==> config.mk <==
export PLATFORM = sky130hd
export DESIGN_NAME = inst_queue
export DESIGN_NICKNAME = d
export VERILOG_FILES = /design/src/rtl/inst_queue.sv
export SDC_FILE = /design/constraint.sdc
export NUM_CORES = 1
export LEC_CHECK = 0
export ABC_AREA = 1
export CAP_MARGIN = 40
export CORE_MARGIN = 2
export CORE_UTILIZATION = 50
export DETAILED_ROUTE_END_ITERATION = 12
export PLACE_DENSITY_LB_ADDON = 0.2
export SLEW_MARGIN = 15
export SYNTH_ARGS = -nofsm -noshare
export SYNTH_HDL_FRONTEND = slang
export SYNTH_SLANG_ARGS = --single-unit
==> constraint.sdc <==
create_clock -name clk -period 21.4 [get_ports clk]
set_clock_uncertainty 0.15 [all_clocks]
set_input_delay 3.21 -clock clk [delete_from_list [all_inputs] [get_ports clk]]
set_output_delay 3.21 -clock clk [all_outputs]
set_load 0.02 [all_outputs]
==> src/rtl/inst_queue.sv <==
// rtl/inst_queue.sv - fetch-to-decode instruction queue (circular FIFO of {pc, inst, pred})
//
// Ports:
//   clk, rst          clock and synchronous active-high reset (reset wins over rdy)
//   rdy               global enable; low freezes all state
//   flush_i           redirect; empties the queue next cycle
//   enq_*             fetch side: valid/pc/inst/pred in, ready out
//   deq_*             decode side: valid/pc/inst/pred out, ready in
//   count_o           number of valid entries, 0..DEPTH

module inst_queue #(
    parameter int ADDR_WIDTH = 32,
    parameter int INST_WIDTH = 32,
    parameter int DEPTH      = 4,
    localparam int PTR_W     = $clog2(DEPTH)
) (
    input  logic                  clk,
    input  logic                  rst,
    input  logic                  rdy,
    input  logic                  flush_i,
    input  logic                  enq_valid_i,
    input  logic [ADDR_WIDTH-1:0] enq_pc_i,
    input  logic [INST_WIDTH-1:0] enq_inst_i,
    input  logic                  enq_pred_i,
    output logic                  enq_ready_o,
    output logic                  deq_valid_o,
    output logic [ADDR_WIDTH-1:0] deq_pc_o,
    output logic [INST_WIDTH-1:0] deq_inst_o,
    output logic                  deq_pred_o,
    input  logic                  deq_ready_i,
    output logic [PTR_W:0]        count_o
);

    localparam logic [PTR_W:0] FULL_COUNT = (PTR_W + 1)'(DEPTH);

    logic [ADDR_WIDTH-1:0] pc_mem   [DEPTH];
    logic [INST_WIDTH-1:0] inst_mem [DEPTH];
    logic                  pred_mem [DEPTH];

    logic [PTR_W-1:0] head;
    logic [PTR_W-1:0] tail;
    logic [PTR_W:0]   count;

    logic enq_fire;
    logic deq_fire;

    // Handshake outputs look only at registered count and flush, so there is
    // no combinational path between the two sides of the queue.
    assign enq_ready_o = (count != FULL_COUNT) & ~flush_i;
    assign deq_valid_o = (count != '0) & ~flush_i;

    assign deq_pc_o   = pc_mem[head];
    assign deq_inst_o = inst_mem[head];
    assign deq_pred_o = pred_mem[head];
    assign count_o    = count;

    assign enq_fire = rdy & enq_valid_i & enq_ready_o;
    assign deq_fire = rdy & deq_valid_o & deq_ready_i;

    always_ff @(posedge clk) begin
        if (rst) begin
            head  <= '0;
            tail  <= '0;
            count <= '0;
            for (int i = 0; i < DEPTH; i++) begin
                pc_mem[i]   <= '0;
                inst_mem[i] <= '0;
                pred_mem[i] <= 1'b0;
            end
        end else if (rdy) begin
            if (flush_i) begin
                // Entry contents are left in place; only the bookkeeping resets.
                head  <= '0;
                tail  <= '0;
                count <= '0;
            end else begin
                if (enq_fire) begin
                    pc_mem[tail]   <= enq_pc_i;
                    inst_mem[tail] <= enq_inst_i;
                    pred_mem[tail] <= enq_pred_i;
                    tail           <= tail + 1'b1;
                end
                if (deq_fire) begin
                    head <= head + 1'b1;
                end
                case ({enq_fire, deq_fire})
                    2'b10:   count <= count + 1'b1;
                    2'b01:   count <= count - 1'b1;
                    default: count <= count;
                endcase
            end
        end
    end

endmodule

# Yosys cells after proc, flatten, opt, wreduce, memory -nomap -nowiden
# Memory sizes are Yosys's and may differ from the RTL's. A register that Yosys moved wholly into a read port is not among the register bits.
# Cells that the tools add are included.
dict set report classes {
  n_addsub 4
  n_mul 0
  div_mod_pow 0
  n_reduce_logical 10
  n_mux 28
  magnitude_cmp 0
  bitwise 7
  eq_ne 3
  n_shift 0
}
# cell n
set op_table {}
lappend op_table {{$mux W32} 2}
lappend op_table {{$reduce_or A32 Y1} 2}
lappend op_table {{$mux W2} 13}
lappend op_table {{$mux W1} 11}
lappend op_table {{$and A1 B1 Y1} 6}
lappend op_table {{$pmux W3 S2} 1}
lappend op_table {{$reduce_and A2 Y1} 3}
lappend op_table {{$reduce_bool A3 Y1} 2}
lappend op_table {{$add A2 B1 Y2 const B} 2}
lappend op_table {{$reduce_bool A2 Y1} 2}
lappend op_table {{$add A3 B1 Y3 const B} 1}
lappend op_table {{$mux W3} 1}
lappend op_table {{$ne A3 B3 Y1 const B} 1}
lappend op_table {{$sub A3 B1 Y3 const B} 1}
lappend op_table {{$eq A2 B1 Y1 const B} 1}
lappend op_table {{$eq A2 B2 Y1 const B} 1}
lappend op_table {{$not A1 Y1} 1}
lappend op_table {{$reduce_or A1 Y1} 1}
dict set report word_totals {
  memories 3
  romBits 0
  ram_bits 260
  input_bits 71
  out_inout_bits 70
  latch_bits 0
  word_cells 58
  register_bits 7
}
# name words word_bits rd rd_clocked_by_memory_dff write_ports line
set memory_table {}
lappend memory_table {inst_mem 4 32 1 1 4 37} ;# logic [INST_WIDTH-1:0] inst_mem [DEPTH];
lappend memory_table {pc_mem 4 32 1 1 4 36} ;# logic [ADDR_WIDTH-1:0] pc_mem [DEPTH];
lappend memory_table {pred_mem 4 1 1 1 4 38} ;# logic pred_mem [DEPTH];

# Depth between registers and ports, before layout
# Gate-level depths: netlist of the first run.
dict set report depth {
  word_depth 10
  mapped_depth 14
}

# Worst setup path after synthesis of the first run
# OpenSTA, ideal clock, no wires.
dict set report synth_path {
  path_type {input to register}
  startpoint {input rdy}
  endpoint {memory inst_mem[3][0] (enable)}
  path_stages 5
  path_buffers 1
  arrival_ns 8.397
  t_required_ns 20.665
  slack_ns 12.268
  setup_time_ns 0.585
  path_cell_list {buf_4 nand2_2 inv_2 nand3_4 o31ai_1}
}
# item line
set synth_lines {}
lappend synth_lines {{from (decl)} 19} ;# input logic rdy,
lappend synth_lines {{to (decl)} 37}

# Worst setup path after layout of the first run
dict set report layout_path {
  startpoint {input flush_i}
  endpoint {output deq_valid_o}
}
dict set report layout_between {
  elab_chain_len 2
}
# item line
set layout_rtl {}
lappend layout_rtl {{from (decl)} 20} ;# input logic flush_i,
lappend layout_rtl {{$not A1 Y1} 50} ;# assign deq_valid_o = (count != '0) & ~flush_i;
lappend layout_rtl {{$and A1 B1 Y1} 50}
lappend layout_rtl {{to (decl)} 26} ;# output logic deq_valid_o,
# No other way between the ends.

==> flow_summary_export.csv, run 1 <==
group,metric,value,unit
die,die_x,160,microns
sta,rsz0062_at_grt,"false",
clock_network,cts_buffers,28,
detailed_routing,antenna_left,0,
critical_path,crit_type,"in -> out",
power,total_power,1.22,mW
die,rows,57,
clock_network,cts_tree,"yes",
synth,synth-compound-area-share,9.36,%
synth,synth_area,12100,sq um
sta,setup_tns,0,ns
synth,synth_edf_count,260,
die,chipHeight,160,microns
power,switching_share,23.5,%
clock_network,clkTransAtPathRegs,0.06,ns
synth,synth_top_area_share,64.3,%
detailed_routing,routed_wl,27400,microns
detailed_routing,dr.first_iter.drc_count,559,
sta,hold_ws,0.347,ns
placed_design,io_buffer_count,140,
clock_network,cts_max_level,1,
final_layout,syn2layout_area_growth,21.8,%
detailed_routing,viasPerCell,5.20,
die,start_util,50.3,%
detailed_routing,detail_route.wl_per_cell,17.3,microns
clock_network,post_cts_buffers,0,
synth,synthXorXnorAreaFrac,0.0722,%
placed_design,hpwl,14700,microns
final_layout,nets,1310,
hold_path,hold_path_class,"reg -> reg",
global_routing,grt_max_degree,83,
synth,seq_area_frac_synth,65.8,%
power,clkPwrFrac,38.8,%
synth,avgSynthCellArea,10.8,sq um
detailed_routing,drtPass1Iterations,4,
critical_path,startpoint_type,"primary input",
sta,max_slew.worst_pin.slew,0.830,ns
synth,yosys_warnings,0,
sta,fmax,125,MHz
power,peakVddDrop,0.0464,mV
final_layout,drive_gt1_share,14.1,%
synth,synth.largest_area_cell,"edfxtp_1",
global_routing,antenna_found_initial,1,
global_routing,grt_usage,21.4,%
sta,hold_viol_final,0,
synth,ys_ff_latch,269,
die,dieArea,25500,sq um
critical_path,critical_path_required,18.04,ns
outcome,outcome,"complete, no violations",
power,p_per_area,82.3,nW/um^2
sta,slew_headroom,44.7,%
synth,synth_most_common_cell,"nor2_1",
power,comb_power_share,11.2,%
sta,period_minus_slack,7.99,ns
clock_network,ctsHoldBuffers,0,
sta,setup_violations,0,
synth,synth_top_family_by_area,"simple AND/OR/NAND/NOR gates",
power,leakage,5.72,nW
placed_design,place.gp.congestion,0.786,
clock_network,clockBufferDepth,3,
synth,synth-main-ff-cell,"edfxtp_1",
detailed_routing,vias,8232,
clock_network,root_buffer,"clkbuf_16",
global_routing,grt_pass1_vias,8246,
synth,syn_inst,1122,
detailed_routing,drcViolationCount,0,
critical_path,crit_fanout,6,
sta,slew_viol_final,0,
clock_network,cts-resized-gates,0,
power,p_int,930,uW
synth,synthMuxAreaShare,0,%
synth,synth_commonest_cells,"nor2_1 (349), edfxtp_1 (260), o21ai_0 (135)",
clock_network,clock_latency,0.53,ns
final_layout,fill_cells,1991,
global_routing,grt_pass1_wl,43200,microns
synth,ys_top_cells_by_area,"edfxtp_1 (64%), nor2_1 (11%), o21ai_0 (5.6%), nor2_4 (3.8%), o22ai_1 (3.4%)",
synth,synth_fp_nets,1194,
final_layout,fin_util,61.3,%
clock_network,clock_sinks,269,
global_routing,grt_overflow,0,
power,p_sw,286,uW
synth,synth-simple-area-share,17.3,%
synth,synthArstFlopShare,0,%
critical_path,arrival,4.63,ns
synth,synthAdderAreaFrac,0.165,%
critical_path,cp-end-kind,"primary output",
sta,period_share,37.3,%
power,p_seq_share,49.9,%
synth,synth.lib_cells_used.distinct,26,
die,core-area,24100,sq um
die,io_pins,141,
run,cap_viol_max_count,0,
worst max-delay path, stage by stage:
cell             delay [ns]
clkdlybuf4s50_1        0.52
inv_2                  0.17
nand2_1                0.09
inv_1                  0.05
clkdlybuf4s50_1        0.59
cells in the final DEF (no fill, tap or decap), drive strengths merged:
cell	n
a21oi	6
a31oi	1
buf	17
bufinv	2
clkbuf	36
clkdlybuf4s50	140
clkinv	12
clkinvlp	1
dfxtp	9
diode	1
edfxtp	260
fa	1
inv	144
nand2	19
nand3	6
nand4	2
nor2	400
o211a	1
o21ai	135
o22ai	65
o31ai	1
xor2	1
per-layer routing:
layer  up-vias  track usage (%)  part of all wire, %
li1       3984                -                    -
met4         0             5.65                  2.0
met3        33             2.96                  5.3
met1      3999             27.5                   43
met2       216             38.5                   50
met5         -                0                    0
metrics by stage:
stage          area [sq um]  instances  worst slack (ns)
6_report              14800       1584             13.41
5_1_grt               14800       1583             13.35
4_1_cts               14800       1583             13.42
3_5_place_dp          13900       1532             13.42
3_3_place_gp          13800       1527             13.44
2_1_floorplan         12100       1122             12.27
registers in the layout, summed over array words and instances (netlist names), named ones only:
signal,cells
count_o,3
head,2
inst_mem,128
pc_mem,128
pred_mem,4
tail,2
path summary, 6_finish.rpt:
path                            slack, ns        from  cells past startpoint            to
worst max register to register      18.49  count_o[0]                     10  pc_mem[0][5]
worst max-delay path                13.41     flush_i                      5   deq_valid_o
worst min register to register       0.35     head[1]                      2          flop
worst min-delay path                 0.35     head[1]                      2          flop
logic make-up after synthesis:
logic type      count (synthesis)
compound gates                209
flops                         269
fa+ha+maj                       1
simple gates                  427
xor+xnor                        1
buf+inv                       215
power groups by stage:
stage / logic, mW / clock network [mW] / registers [mW]
6_report: 0.137 / 0.472 / 0.607
5_1_grt: 0.147 / 0.496 / 0.609
4_1_cts: 0.139 / 0.477 / 0.607
3_5_place_dp: 0.138 / 0 / 0.618
3_3_place_gp: 0.136 / 0 / 0.617
2_1_floorplan: 0.0754 / 0 / 0.618
final cells by class:
cell class | instances | area (sq um) | area share [%]
Sequential cell | 269 | 7990 | 54.1
Multi-Input combinational cell | 638 | 3320 | 22.5
Timing Repair Buffer | 157 | 1610 | 10.9
Clock buffer | 36 | 772 | 5.22
Inverter | 144 | 548 | 3.71
Tap cell | 324 | 405 | 2.74
Clock inverter | 15 | 125 | 0.847
Antenna cell | 1 | 2.50 | 0.0169
Note: power is estimated with default switching activity, not from simulation.
==> inputs of run 2 (changes only) <==
==> constraint.sdc (replaced) <==
create_clock -name clk -period 6.44 [get_ports clk]
set_clock_uncertainty 0.15 [all_clocks]
set_input_delay 0.966 -clock clk [delete_from_list [all_inputs] [get_ports clk]]
set_output_delay 0.966 -clock clk [all_outputs]
set_load 0.02 [all_outputs]
==> run 2 against run 1 <==
Compared with the run above: die area unchanged; critical path depth decreased by 1; cell count decreased by 0.19%; sequential power increased to 3.3 times the previous value; sequential cell count unchanged; setup slack got worse by 11 ns; sequential share of layout area about the same; largest cell class unchanged; clock-buffer cell count decreased by 1; design area about the same; clock power increased to 3.2 times the previous value; combinational power increased to 3.4 times the previous value; global-route usage decreased by 0.40 points.
==> flow_summary_export.csv, run 2 (synthesized netlist as in run 1, its figures left out) <==
group,metric,value,unit
critical_path,crit_slowest_cell,"buf_4",
global_routing,grt_pass1_vias,8200,
die,io_pins,141,
placed_design,hpwl,15300,microns
critical_path,cp-end-kind,"primary output",
critical_path,crit_type,"reg -> out",
clock_network,clock_sinks,269,
placed_design,dp_cells,1533,
run,cap_viol_max_count,0,
clock_network,cts-resized-gates,0,
final_layout,nets,1311,
detailed_routing,drtPass1Iterations,5,
clock_network,cts_tree,"yes",
sta,fmax,230,MHz
detailed_routing,drcViolationCount,0,
critical_path,arrival,3.23,ns
die,dieArea,25500,sq um
final_layout,syn2layout_area_growth,21.7,%
sta,max_slew.worst_pin.slew,0.836,ns
outcome,outcome,"complete, no violations",
detailed_routing,dr.first_iter.drc_count,502,
power,p_per_area,271,nW/um^2
die,die_x,160,microns
critical_path,cpPeakStageDelay,0.77,ns
critical_path,worstPathCellList,"buf_4, o21ai_0, o22ai_1, clkdlybuf4s50_1",
detailed_routing,antenna_left,0,
sta,hold_ws,0.342,ns
sta,rsz0062_at_grt,"false",
detailed_routing,routed_wl,27200,microns
final_layout,layout_commonest_cell,"nor2_1",
final_layout,fill_cells,1998,
detailed_routing,detail_route.wl_per_cell,17.2,microns
clock_network,clkTransAtPathRegs,0.06,ns
sta,hold_viol_final,0,
power,leakage,5.70,nW
power,peakVddDrop,0.200,mV
global_routing,grt_usage,21.0,%
detailed_routing,viasPerCell,5.19,
placed_design,place.gp.congestion,0.763,
final_layout,drive_gt1_share,13.8,%
clock_network,clockBufferDepth,3,
sta,slew_viol_final,0,
clock_network,clock_latency,0.53,ns
sta,period_share,67.5,%
final_layout,stdcell_count,1581,
placed_design,place_ws,2.53,ns
die,core-area,24100,sq um
global_routing,grt_overflow,0,
clock_network,post_cts_buffers,0,
placed_design,io_buffer_count,140,
clock_network,cts_max_level,1,
sta,setup_violations,0,
die,chipHeight,160,microns
sta,slew_headroom,44.3,%
global_routing,antenna_found_initial,0,
critical_path,crit_fanout,85,
critical_path,startpoint_type,"flop",
clock_network,cts_buffers,27,
global_routing,grt_max_degree,94,
die,rows,57,
die,start_util,50.3,%
detailed_routing,vias,8206,
final_layout,layout_common_cells,"nor2_1 (349), edfxtp_1 (260), clkdlybuf4s50_1 (140)",
hold_path,hold_path_class,"reg -> reg",
sta,period_minus_slack,4.35,ns
global_routing,grt_pass1_wl,42600,microns
sta,setup_ws,2.09,ns
final_layout,antenna_cells,0,
final_layout,largestRegisters,"inst_mem x128, pc_mem x128, pred_mem x4",
clock_network,root_buffer,"clkbuf_16",
clock_network,ctsHoldBuffers,0,
critical_path,critical_path_required,5.32,ns
run 2: final timing paths:
check             start              end  slack [ns]  cells after the start
min             head[1]             flop        0.34                      2
max                flop     deq_pc_o[24]        2.09                      4
min reg2reg     head[1]             flop        0.34                      2
max reg2reg  count_o[0]  inst_mem[0][20]        3.81                     10
run 2: final cells by class:
cell class | instances | area, sq um | area share [%]
clock buffers | 35 | 716 | 4.85
repair buffers | 159 | 1640 | 11.1
multi-input cells | 638 | 3320 | 22.5
flip-flops and latches | 269 | 7990 | 54.1
well taps | 324 | 405 | 2.75
clock inverters | 12 | 138 | 0.932
inverters | 144 | 548 | 3.71
run 2: stage by stage:
stage               area, sq um  total power [mW]  setup TNS [ns]  util, %
global route              14800              4.13               0     61.3
detailed placement        13900              2.51               0     57.6
CTS                       14700              4.03               0     61.1
finish                    14800              4.00               0     61.3
global placement          13800              2.50               0     57.1
floorplan                 12100              2.30          -28.28        -
run 2: per-layer routing:
metal / GRT usage, % / wire length, microns / vias up
li1: - / - / 3991
met1: 27.2 / 11400 / 3959
met2: 37.9 / 13900 / 222
met3: 2.44 / 1440 / 34
met4: 5.45 / 438 / 0
met5: 0 / 0 / -
run 2: worst max-delay path: cells and delay by family, from the launching register on:
family | cells | cell delay, ns
compound gates | 2 | 0.55
buf+inv | 2 | 1.45
flops | 1 | 0.68
run 2: where the power goes:
part	switching (mW)	internal, mW
sequential	0.0249	1.99
clock	0.628	0.899
combinational	0.279	0.180
==> inputs of run 3 (changes only) <==
==> constraint.sdc (replaced) <==
create_clock -name clk -period 3.6 [get_ports clk]
set_clock_uncertainty 0.15 [all_clocks]
set_input_delay 0.54 -clock clk [delete_from_list [all_inputs] [get_ports clk]]
set_output_delay 0.54 -clock clk [all_outputs]
set_load 0.02 [all_outputs]
==> run 3 against run 2 <==
Compared with the run above: setup slack got worse by 1.8 ns; cell count rose by 0.63%; sequential share of layout area shrank 0.21 points; design area rose by 0.38%; combinational power rose by 84%; largest power group unchanged; critical path depth increased by 1; critical endpoint is now deq_inst_o[28].
==> flow_summary_export.csv, run 3 (synthesized netlist as in run 1, its figures left out) <==
group,metric,value,unit
detailed_routing,drtPass1Iterations,5,
die,core-area,24100,sq um
run,cap_viol_max_count,0,
placed_design,place.gp.congestion,0.815,
detailed_routing,antenna_left,0,
sta,setup_violations,0,
critical_path,reg2regPathDepth,9,
final_layout,layout_commonest_cell,"nor2_1",
final_layout,nets,1319,
die,io_pins,141,
detailed_routing,routed_wl,27400,microns
sta,max_slew.worst_pin.slew,0.729,ns
final_layout,drive_gt1_share,14.4,%
sta,period_share,90.7,%
critical_path,worstPathCellList,"inv_4, buf_12, o21ai_0, o22ai_1, clkdlybuf4s50_1",
critical_path,critical_path_required,2.91,ns
power,leakage,5.73,nW
clock_network,clkTransAtPathRegs,0.06,ns
clock_network,clock_latency,0.52,ns
detailed_routing,detail_route.wl_per_cell,17.2,microns
sta,hold_viol_final,0,
detailed_routing,drcViolationCount,0,
power,total_power,7.01,mW
die,die_x,160,microns
sta,setup_ws,0.334,ns
final_layout,largestRegisters,"inst_mem x128, pc_mem x128, pred_mem x4",
placed_design,hpwl,15200,microns
power,peakVddDrop,0.304,mV
critical_path,cp-end-kind,"primary output",
sta,slew_headroom,51.3,%
final_layout,final_cell_area,14800,sq um
outcome,outcome,"complete, no violations",
sta,slew_viol_final,0,
critical_path,startpoint_type,"flop",
power,p_per_area,473,nW/um^2
final_layout,syn2layout_area_growth,22.1,%
final_layout,fin_util,61.5,%
clock_network,cts-resized-gates,0,
critical_path,arrival,2.58,ns
detailed_routing,met1Wirelength,11500,microns
clock_network,cts_tree,"yes",
sta,period_minus_slack,3.27,ns
global_routing,grt_pass1_wl,43300,microns
detailed_routing,vias,8271,
sta,rsz0062_at_grt,"false",
detailed_routing,top_layer,"met4",
global_routing,antenna_found_initial,0,
detailed_routing,wl_met3,1350,microns
hold_path,hold_path_class,"reg -> reg",
placed_design,io_buffer_count,140,
die,chipHeight,160,microns
die,start_util,50.3,%
critical_path,reg2reg_to,"pc_mem[2][23]",
critical_path,r2r_setup_slack,1.29,ns
hold_path,hold_path_startpoint,"head[1]",
critical_path,crit_slowest_cell,"clkdlybuf4s50_1",
critical_path,crit_fanout,48,
sta,setup_tns,0,ns
clock_network,ctsHoldBuffers,0,
hold_path,holdPathStages,2,
die,dieArea,25500,sq um
global_routing,grt_usage,21.5,%
final_layout,regArea,7990,sq um
sta,fmax,306,MHz
final_layout,fill_cells,2026,
final_layout,multi_input_area,3320,sq um
clock_network,cts_max_level,1,
critical_path,crit_type,"reg -> out",
clock_network,clockBufferDepth,3,
clock_network,clock_sinks,269,
detailed_routing,wl_met2,14100,microns
global_routing,grt_max_degree,131,
placed_design,place_area,14000,sq um
detailed_routing,viasPerCell,5.20,
final_layout,antenna_cells,0,
global_routing,grt_overflow,0,
clock_network,root_buffer,"clkbuf_16",
clock_network,post_cts_buffers,0,
critical_path,cpPeakStageDelay,0.65,ns
global_routing,grt_pass1_vias,8234,
critical_path,rr_startpoint,"count_o[1]",
clock_network,cts_buffers,27,
detailed_routing,dr.first_iter.drc_count,462,
final_layout,layout_common_cells,"nor2_1 (349), edfxtp_1 (260), clkdlybuf4s50_1 (140)",
die,rows,57,
placed_design,place_ws,0.665,ns
## run 3: changes by cell type in the layout (fill, tap and decap cells not counted), sizes merged
| cell | previous run | this run |
|---|---|---|
| clkbuf | 35 | 32 |
| inv | 145 | 144 |
| clkinv | 7 | 14 |
| clkinvlp | 1 | 2 |
| bufinv | 3 | 1 |
| buf | 19 | 27 |
## run 3: worst max-delay path: cells and delay by family (launching register included)
kind / cells / cell delay (ns)
buf+inv: 3 / 1.33
flops: 1 / 0.36
compound gates: 2 / 0.33
## run 3: worst max-delay path by stage
stage	depth (start not counted)	start	endpoint	slack (ns)
after floorplan	5	rdy	inst_mem[0][0]	-0.88
after global placement	10	rdy	pc_mem[0][23]	0.72
after detailed placement	13	rdy	count_o[2]	0.66
after CTS	5	flop	deq_inst_o[13]	0.30
after global routing	5	flop	deq_inst_o[28]	0.18
final	5	flop	deq_inst_o[28]	0.33
## run 3: per-stage QoR
| stage | instances | hold slack, ns |
|---|---|---|
| 6_report | 1591 | 0.360 |
| 5_1_grt | 1591 | 0.381 |
| 4_1_cts | 1591 | 0.364 |
| 3_5_place_dp | 1542 | 0.355 |
| 3_3_place_gp | 1540 | 0.334 |
| 2_1_floorplan | 1122 | 0.297 |
## run 3: layer usage
metal	global-route usage (%)	vias up
li1	-	4007
met1	27.8	4016
met2	39.0	217
met3	2.49	31
met4	4.59	0
met5	0	-
## run 3: final cells by class
type | count | area share, %
multi-input combinational | 638 | 22.4
sequential | 269 | 53.9
tap | 324 | 2.74
inverter | 144 | 3.70
clock buffer | 32 | 4.69
timing repair buffer | 167 | 11.8
clock inverter | 17 | 0.726
## run 3: where the power goes
group,internal [mW],total (mW),switching [mW]
Clock,1.44,2.58,1.14
Combinational,0.334,0.843,0.510
Sequential,3.56,3.59,0.0344
